==> config.mk <==
export PLATFORM = sky130hd
export DESIGN_NAME = framebuffer_sink
export DESIGN_NICKNAME = d
export VERILOG_FILES = /design/src/rtl/gfx_pkg.sv /design/src/rtl/sync_fifo.sv /design/src/rtl/framebuffer_sink.sv
export SDC_FILE = /design/constraint.sdc
export NUM_CORES = 1
export LEC_CHECK = 0
export ABC_AREA = 0
export CAP_MARGIN = 30
export CORE_ASPECT_RATIO = 0.75
export CORE_MARGIN = 4
export CORE_UTILIZATION = 40
export CTS_CLUSTER_DIAMETER = 150
export CTS_CLUSTER_SIZE = 25
export DETAILED_ROUTE_END_ITERATION = 8
export GPL_TIMING_DRIVEN = 1
export HOLD_SLACK_MARGIN = 0.06
export PLACE_DENSITY = 0.62
export SYNTH_ARGS = -nofsm -noshare
export SYNTH_HDL_FRONTEND = slang
export SYNTH_HIERARCHICAL = 1
export SYNTH_SLANG_ARGS = --single-unit
==> constraint.sdc <==
create_clock -name clk -period 11.6 [get_ports clk]
set_input_delay 2.32 -clock clk [delete_from_list [all_inputs] [get_ports clk]]
set_output_delay 2.32 -clock clk [all_outputs]
set_load 0.02 [all_outputs]
==> src/rtl/gfx_pkg.sv <==
// gfx_pkg: shared framebuffer geometry, pixel entry layout and swap FSM states
package gfx_pkg;
  localparam int FB_WIDTH_DEF = 400;
  localparam int FB_HEIGHT_DEF = 240;
  localparam int ADDR_W = 32;
  localparam int COLOR_W = 16;
  localparam int ENTRY_W = ADDR_W + COLOR_W;
  typedef enum logic [1:0] {
    RUN   = 2'd0,
    DRAIN = 2'd1,
    SWAP  = 2'd2
  } swap_state_t;
  typedef struct packed {
    logic [ADDR_W-1:0]  addr;
    logic [COLOR_W-1:0] color;
  } pix_t;
endpackage

==> src/rtl/sync_fifo.sv <==
// sync_fifo: single-clock FIFO with occupancy count; head is read combinationally
module sync_fifo #(
  parameter int WIDTH = 48,
  parameter int DEPTH = 8
) (
  input  logic                     clk,
  input  logic                     reset,
  input  logic                     push,
  input  logic                     pop,
  input  logic [WIDTH-1:0]         wdata,
  output logic [WIDTH-1:0]         rdata,
  output logic                     full,
  output logic                     empty,
  output logic [$clog2(DEPTH):0]   count
);
  localparam int AW = $clog2(DEPTH);
  localparam int CW = AW + 1;
  logic [WIDTH-1:0] mem [DEPTH];
  logic [AW-1:0] wr_ptr, rd_ptr;
  assign rdata = mem[rd_ptr];
  assign full  = count == CW'(DEPTH);
  assign empty = count == '0;
  // storage needs no reset; stale slots are never visible while empty
  always_ff @(posedge clk)
    if (push) mem[wr_ptr] <= wdata;
  // pointers wrap naturally at a power-of-two depth; count tracks occupancy
  always_ff @(posedge clk or negedge reset)
    if (!reset) begin
      wr_ptr <= '0;
      rd_ptr <= '0;
      count  <= '0;
    end else begin
      if (push) wr_ptr <= wr_ptr + 1'b1;
      if (pop) rd_ptr <= rd_ptr + 1'b1;
      count <= count + CW'(push) - CW'(pop);
    end
endmodule

==> src/rtl/framebuffer_sink.sv <==
// framebuffer_sink: bounds-checks GPU pixels, queues them for memory and owns double buffering
module framebuffer_sink
  import gfx_pkg::*;
#(
  parameter int          FB_WIDTH   = FB_WIDTH_DEF,
  parameter int          FB_HEIGHT  = FB_HEIGHT_DEF,
  parameter int          FIFO_DEPTH = 8,
  parameter logic [31:0] BUF0_BASE  = 32'h0000_0000,
  parameter logic [31:0] BUF1_BASE  = 32'h0001_0000
) (
  input  logic                          clk,
  input  logic                          reset,
  input  logic [$clog2(FB_WIDTH):0]     fb_x,
  input  logic [$clog2(FB_HEIGHT):0]    fb_y,
  input  logic [COLOR_W-1:0]            fb_color,
  input  logic                          fb_write,
  output logic                          fb_stall,
  output logic [ADDR_W-1:0]             mem_addr,
  output logic [COLOR_W-1:0]            mem_wdata,
  output logic                          mem_write,
  input  logic                          mem_ready,
  input  logic                          swap_req,
  output logic                          swap_busy,
  output logic                          swap_done,
  output logic                          front_buffer,
  output logic                          overflow,
  input  logic                          clear_overflow
);
  localparam int XW = $clog2(FB_WIDTH) + 1;
  localparam int YW = $clog2(FB_HEIGHT) + 1;
  localparam int CW = $clog2(FIFO_DEPTH) + 1;
  logic accept, push, pop, full, empty, swap_q;
  logic [CW-1:0] count;
  pix_t entry, head;
  swap_state_t state;
  assign accept = fb_write && fb_x < XW'(FB_WIDTH) && fb_y < YW'(FB_HEIGHT);
  assign pop    = !empty && mem_ready;
  assign push   = accept && (!full || pop);
  assign entry.addr  = (front_buffer ? BUF0_BASE : BUF1_BASE)
                     + 32'(fb_y) * 32'(FB_WIDTH) + 32'(fb_x);
  assign entry.color = fb_color;
  assign mem_write = !empty;
  assign mem_addr  = head.addr;
  assign mem_wdata = head.color;
  assign fb_stall  = count >= CW'(FIFO_DEPTH - 2);
  assign swap_busy = state != RUN;

  sync_fifo #(.WIDTH(ENTRY_W), .DEPTH(FIFO_DEPTH)) u_fifo (
    .clk   (clk),
    .reset (reset),
    .push  (push),
    .pop   (pop),
    .wdata (entry),
    .rdata (head),
    .full  (full),
    .empty (empty),
    .count (count)
  );

  // sticky drop flag; a drop in the same cycle wins over a clear
  always_ff @(posedge clk or negedge reset)
    if (!reset) overflow <= 1'b0;
    else if (accept && full && !pop) overflow <= 1'b1;
    else if (clear_overflow) overflow <= 1'b0;

  // swap FSM: wait for the queue to drain, then flip buffers with a one-cycle done pulse
  always_ff @(posedge clk or negedge reset)
    if (!reset) begin
      state        <= RUN;
      swap_q       <= 1'b0;
      front_buffer <= 1'b0;
      swap_done    <= 1'b0;
    end else begin
      swap_q    <= swap_req;
      swap_done <= 1'b0;
      case (state)
        RUN:   if (swap_req && !swap_q) state <= DRAIN;
        DRAIN: if (empty && !push) begin
          state        <= SWAP;
          front_buffer <= ~front_buffer;
          swap_done    <= 1'b1;
        end
        default: state <= RUN;
      endcase
    end
endmodule

==> summary.txt, run 1 <==
Worst hold path
  – Class of the worst hold path: flop to flop
  – Hold EP: state[0]$_DFFE_PN0P_
  – Hold_sp: state[1]$_DFFE_PN0P_
  – WHS Path Cells: 1

Clock network
  – Max Buffers Root-to-Sink: 3
  – Post-CTS setup buffer count: 0
  – H-tree Lvls: 1
  – Clock net sink count: 400
  – Skew-Pair Late Insertion Delay: 520 ps
  – Post_cts resized: 0
  – Num CTS Buffers: 19
  – Clock root buffer: clkbuf_16
  – Cts-stage hold buffer count: 0
  – Worst-path clk slew: 100 ps
  – CTS tree: yes

Yosys
  – Post-synthesis sequential area ratio: 71.7%
  – Seq cells post-synth: 400
  – Mean Syn Cell Area: 21.0 sq um
  – Synth warn: 6
  – Async SR Flop Fraction: 4.00%
  – Top cell type's share of synthesized area: 69.3%
  – Ranking of synthesized cells by area: edfxtp_1, mux4_2, ha_1, mux2_4, dfrtp_1
  – Synthesized netlist cell count: 794
  – Number of synthesized flops with an enable pin: 384
  – Yosys top cell by area: edfxtp_1
  – Netlist cell types: 54
  – Main synth FF type: edfxtp_1
  – Syn Std Cell Area: 0.0166 sq mm

Floorplanning
  – Core ar.: 0.0409 sq mm
  – Die W: 244 microns
  – Die ar.: 0.0450 sq mm
  – Die H: 185 microns
  – I/O Pins: 95
  – Initial core utilization: 40.7%
  – Row count: 64

Finish
  – Share of cells above drive strength 1: 19.8%
  – Commonest non-fill, non-tap cell in the layout: edfxtp_1
  – Most frequent cells in the layout: edfxtp_1, conb_1, mux4_2
  – Final Cell Area: 0.0192 sq mm
  – Finished Layout Cells: 1,565
  – Fillers: 3,421
  – Area delta synth->final: 15.2%
  – Nets: 1,091

Detailed routing
  – DR vias/cell: 4.81
  – Residual DRC: 0
  – Total routed wirelength: 30,600 microns
  – Drt wl/cell: 19.6 microns
  – Vias: 7,531
  – DR iter-0 viols: 531
  – Post-DRT Antenna Nets: 0
  – TritonRoute pass-1 iters: 4

GRT
  – First-pass GRT wire length: 47,900 microns
  – Initial antenna violation count: 1
  – Global-route usage over all layers: 13.7%
  – Number of global-route vias before repair: 8,144
  – Global route total overflow: 0
  – Largest net degree at the start of global routing: 61

Setup path
  – Worst reg-to-reg path cell count: 9
  – R2r setup slk: 8470 ps
  – Required @ worst endpoint: 11,860 ps
  – RR Startpoint: u_fifo/count[2]$_DFF_PN0_
  – Worst reg2reg path endpoint: u_fifo/mem[2][15]$_DFFE_PP_
  – CP Class: input pin to flop
  – Crit-path max FO: 8
  – WP data arrival: 6440 ps
  – Critical path endpoint category: flop
  – Type of origin of the critical path: input pin

Timing
  – Worst clock skew: 15.3 ps
  – Max transition margin: 41.5%
  – Hold Vio Cnt, Final: 0
  – Slew @ Worst Pin: 878 ps
  – Fin crit period: 6180 ps
  – TNS Setup: 0 ps
  – # setup viols final: 0
  – Slew Limit Fails: 0
  – Peak Freq: 0.162 GHz
  – RSZ-0062 raised after global routing: no
  – Crit share post-route: 53.3%

Placement
  – Routability cong.: 0.706
  – Dpl cells: 1,537
  – Dpl hpwl: 17,300 microns
  – DP Area: 0.0187 sq mm
  – # port buffers: 94

Status
  – Run status: completed

Power
  – Static Leak: 0.00649 uW
  – Worst vdd ir: 0.0000931 V
  – Pwr Density: 214 mW/mm^2

Flow run
  – Max Cap Viol: 0
[worst max path at each step]
stage	startpoint	endpoint	slack (ps)	cells past startpoint
floorplan	fb_x[5]	u_fifo/mem[2][0]$_DFFE_PP_	4440	5
global placement	fb_y[4]	u_fifo/mem[0][33]$_DFFE_PP_	4950	17
detailed placement	fb_y[4]	u_fifo/mem[3][33]$_DFFE_PP_	4890	17
CTS	fb_y[4]	u_fifo/mem[5][33]$_DFFE_PP_	5410	17
global route	fb_y[1]	u_fifo/mem[3][33]$_DFFE_PP_	5110	16
finish	fb_y[4]	u_fifo/mem[5][33]$_DFFE_PP_	5420	17
[worst max-delay path: stages]
cell and delay, ps:
clkdlybuf4s50_1 480, ha_1 330, ha_1 280, inv_1 50, fa_1 490, inv_1 40, ha_1 370, inv_1 90
a211oi_1 290, o221ai_1 260, nand2b_1 120, a21oi_1 80, xnor2_1 130, ha_1 310, nand4_1 120, o31ai_2 230
xor2_1 440
[cell usage after synthesis (all sizes together) (11+ instances only)]
master,count
a21oi,11
buf,17
dfrtp,16
edfxtp,384
ha,47
inv,37
mux2,50
mux4,96
nand2,12
nor2,17
xor2,13
[cell type report]
type | instances | area [sq um] | share of cell area (%)
multi-input cells | 433 | 4850 | 25.3
repair buffers | 106 | 1030 | 5.38
flip-flops and latches | 400 | 11900 | 62.3
diodes | 2 | 5.00 | 0.0261
inverters | 37 | 139 | 0.725
well taps | 561 | 702 | 3.66
clock buffers | 26 | 502 | 2.62
[through the flow]
step	setup WS [ps]	hold slack (ps)	util, %	power, uW
after global placement	4950	459	45.6	3450
final	5420	481	46.8	4100
after global routing	5110	506	46.8	4330
after detailed placement	4890	468	45.6	3460
after CTS	5410	484	46.8	4170
after floorplan	4440	443	-	2930
[where the power goes]
part           internal [uW]  switching, uW
clock                    304            407
sequential              1720            109
combinational            812            747
total                   2840           1260
[metal layers]
layer  wire, microns  vias to the layer above  GRT usage [%]
met2           14700                      105           22.9
li1                -                     3513              -
met1           14400                     3888           19.7
met3            1060                       25           1.98
met4             433                        0           2.34
met5               0                        -              0
[flip-flops by register name, summed over array words and instances (netlist names)]
signal,cells
u_fifo/mem,384
u_fifo/count,4
u_fifo/rd_ptr,3
u_fifo/wr_ptr,3
state,2
front_buffer,1
overflow,1
swap_done,1
swap_q,1
[cell families (layout without fill, tap and decap cells)]
kind of cell | count (synthesis) | after routing | synth area share [%]
other cells | 1 | 106 | 0.0225
mux | 146 | 146 | 17.1
buf+inv | 64 | 169 | 1.84
simple gates | 64 | 64 | 1.98
xor+xnor | 23 | 23 | 1.21
compound gates | 43 | 43 | 1.94
flops | 400 | 400 | 71.7
fa+ha+maj | 53 | 53 | 4.26
(Power assumes the default switching activity.)
==> inputs of run 2 (changes only) <==
clock period = 6 ns   (was 11.6 ns; I/O delays follow)
==> run 2 against run 1 <==
Effect of this change: utilization increased by 0.37 points; first-iteration DRC count decreased by 17%; clock-buffer cell count decreased by 1; register-to-register slack got worse by 5500 ps; sequential share of layout area decreased by 0.48 points; wire length increased by 1.5%; sequential cell count unchanged; die area unchanged; clock power increased by 93%; critical path type unchanged; largest power group unchanged.
==> summary.txt, run 2 (same netlist as run 1, synthesis figures left out) <==
Detailed routing
  – Post-DRT Antenna Nets: 0 (unchanged)
  – TritonRoute pass-1 iters: 4 (unchanged)
  – DR iter-0 viols: 442 (-17%)
  – Drt wl/cell: 19.8 microns (+1.1%)
  – DR vias/cell: 4.88 (+1.5%)
  – Residual DRC: 0 (unchanged)
  – Vias: 7,678 (+2.0%)
  – Total routed wirelength: 31,100 microns (+1.5%)

Status
  – Run status: completed

GRT
  – Largest net degree at the start of global routing: 63 (+3.3%)
  – Number of global-route vias before repair: 8,054 (-1.1%)
  – Global route total overflow: 0 (unchanged)
  – First-pass GRT wire length: 48,600 microns (+1.5%)
  – Global-route usage over all layers: 14.0% (+0.26 points)
  – Initial antenna violation count: 0 (-1)

Setup path
  – WP data arrival: 5330 ps (-1110 ps)
  – Type of origin of the critical path: input pin
  – Critical path endpoint category: flop
  – Worst path cell trace: clkdlybuf4s50_1 > ha_1 > ha_1 > inv_1 > fa_1 > inv_1 > ha_1 > inv_1 > a211oi_1 > o221ai_1 > nand2b_1 > a21oi_1 > xnor2_1 > ha_1 > nand4_1 > o31ai_2 > xor2_1
  – Most used cell, CP: ha_1
  – Crit-path max FO: 8 (unchanged)
  – Worst stage delay on the critical path: 500 ps (about the same)
  – CP Class: input pin to flop
  – Slowest CP cell: fa_1
  – Required @ worst endpoint: 6260 ps (-5600 ps)

Power
  – Int Power: 5520 uW (+95%)
  – Clk network pwr share: 17.2% (about the same)
  – Psw: 2470 uW (+95%)
  – Worst vdd ir: 0.000202 V (+120%)
  – Seq pwr share: 44.1% (-0.5 points)
  – Switching part of the total: 30.9% (+0.080 points)
  – Static Leak: 0.00656 uW (+1.1%)
  – Combinational Power Share: 38.8% (+0.8 points)
  – Pwr Density: 414 mW/mm^2 (+93%)

Finish
  – Registers with the most flip-flops: u_fifo/mem: 384 flops, u_fifo/count: 4 flops
  – Final Cell Area: 0.0193 sq mm (+0.80%)
  – Commonest non-fill, non-tap cell in the layout: edfxtp_1
  – Max reg flops: 384 (unchanged)
  – Share of cells above drive strength 1: 20.6% (+0.81 points)
  – Fillers: 3,419 (-0.058%)
  – Diode count: 0 (-2)
  – Area of the multi-input gates: 0.00486 sq mm (+0.26%)
  – Nets: 1,100 (+0.82%)
  – Area delta synth->final: 16.1%
  – Register area: 0.0119 sq mm (about the same)
  – Most frequent cells in the layout: edfxtp_1, conb_1, mux4_2
  – Top reg by flops: u_fifo/mem
  – Final Core Density: 47.2% (+0.37 points)

Clock network
  – Max Buffers Root-to-Sink: 3 (unchanged)
  – Clock root buffer: clkbuf_16
  – Skew-Pair Late Insertion Delay: 510 ps (about the same)
  – H-tree Lvls: 1 (unchanged)
  – Post-CTS setup buffer count: 0 (unchanged)
  – Post_cts resized: 0 (unchanged)
  – Worst-path clk slew: 100 ps (about the same)
  – CTS tree: yes
  – Cts-stage hold buffer count: 0 (unchanged)
  – Clock net sink count: 400 (unchanged)
  – Num CTS Buffers: 19 (unchanged)

Floorplanning
  – Row count: 64 (unchanged)
  – Initial core utilization: 40.7% (unchanged)
  – Die H: 185 microns (unchanged)
  – Die W: 244 microns (unchanged)
  – Core ar.: 0.0409 sq mm (unchanged)
  – I/O Pins: 95 (unchanged)
  – Die ar.: 0.0450 sq mm (unchanged)

Placement
  – DP Area: 0.0188 sq mm (+0.67%)
  – Routability cong.: 0.745 (+5.6%)
  – # port buffers: 94 (unchanged)
  – Dpl hpwl: 18,700 microns (+8.0%)

Timing
  – Fin crit period: 5070 ps
  – Slew Limit Fails: 0 (unchanged)
  – TNS Setup: 0 ps (unchanged)
  – # setup viols final: 0 (unchanged)
  – Crit share post-route: 84.5%
  – Peak Freq: 0.197 GHz
  – Max transition margin: 36.4% (-5.1 points)
  – RSZ-0062 raised after global routing: no
  – Hold Vio Cnt, Final: 0 (unchanged)
  – Slew @ Worst Pin: 952 ps (+73.6 ps)
  – Worst clock skew: 10.6 ps (-4.73 ps)

Worst hold path
  – Class of the worst hold path: flop to flop

Flow run
  – Max Cap Viol: 0 (unchanged)
## run 2: per-layer routing
layer | part of all wire (%) | vias to the layer above | GRT usage, %
met2 | 48 | 107 | 23.3
met3 | 2.7 | 26 | 1.67
met5 | 0 | - | 0
met4 | 1.4 | 0 | 2.29
li1 | - | 3528 | -
met1 | 48 | 4017 | 20.3
## run 2: worst max-delay path, delay by kind of cell
kind	cells	cell delay, ps
simple gates	2	250
xor+xnor	2	580
compound gates	4	840
fa+ha+maj	5	1800
buf+inv	4	660
## run 2: layout make-up
class,instances,share of cell area (%)
Inverter,37,0.719
Clock buffer,25,2.58
Multi-Input combinational cell,433,25.2
Tap cell,561,3.63
Sequential cell,400,61.8
Timing Repair Buffer,115,6.05
Clock inverter,1,0.0453
## run 2: power groups by stage
stage / clock network [uW] / logic (uW) / registers, uW
2_1_floorplan: 0 / 2230 / 3440
3_3_place_gp: 0 / 3050 / 3660
3_5_place_dp: 0 / 3070 / 3670
4_1_cts: 1430 / 3080 / 3610
5_1_grt: 1550 / 3340 / 3550
6_report: 1370 / 3100 / 3520
## run 2: worst paths after layout
check	startpoint	to	slack (ps)	depth (start not counted)
max in group asynchronous	reset	u_fifo/rd_ptr[1]$_DFFE_PN0P_	4300	1
setup / recovery	fb_y[4]	u_fifo/mem[1][33]$_DFFE_PP_	930	17
hold reg to reg	state[1]$_DFFE_PN0P_	state[1]$_DFFE_PN0P_	490	1
hold / removal	state[1]$_DFFE_PN0P_	state[1]$_DFFE_PN0P_	490	1
min in group asynchronous	reset	swap_done$_DFF_PN0_	1130	1
setup reg to reg	u_fifo/count[2]$_DFF_PN0_	u_fifo/mem[6][47]$_DFFE_PP_	2940	10
## run 2: stage by stage
stage                     std cells  worst slack, ps  hold WS, ps  power (uW)
final                          1572              932          485        7990
after global routing           1572              662          515        8430
after CTS                      1571              951          487        8120
after detailed placement       1545              391          473        6740
after global placement         1545              472          460        6720
after floorplan                 897             1240          443        5670
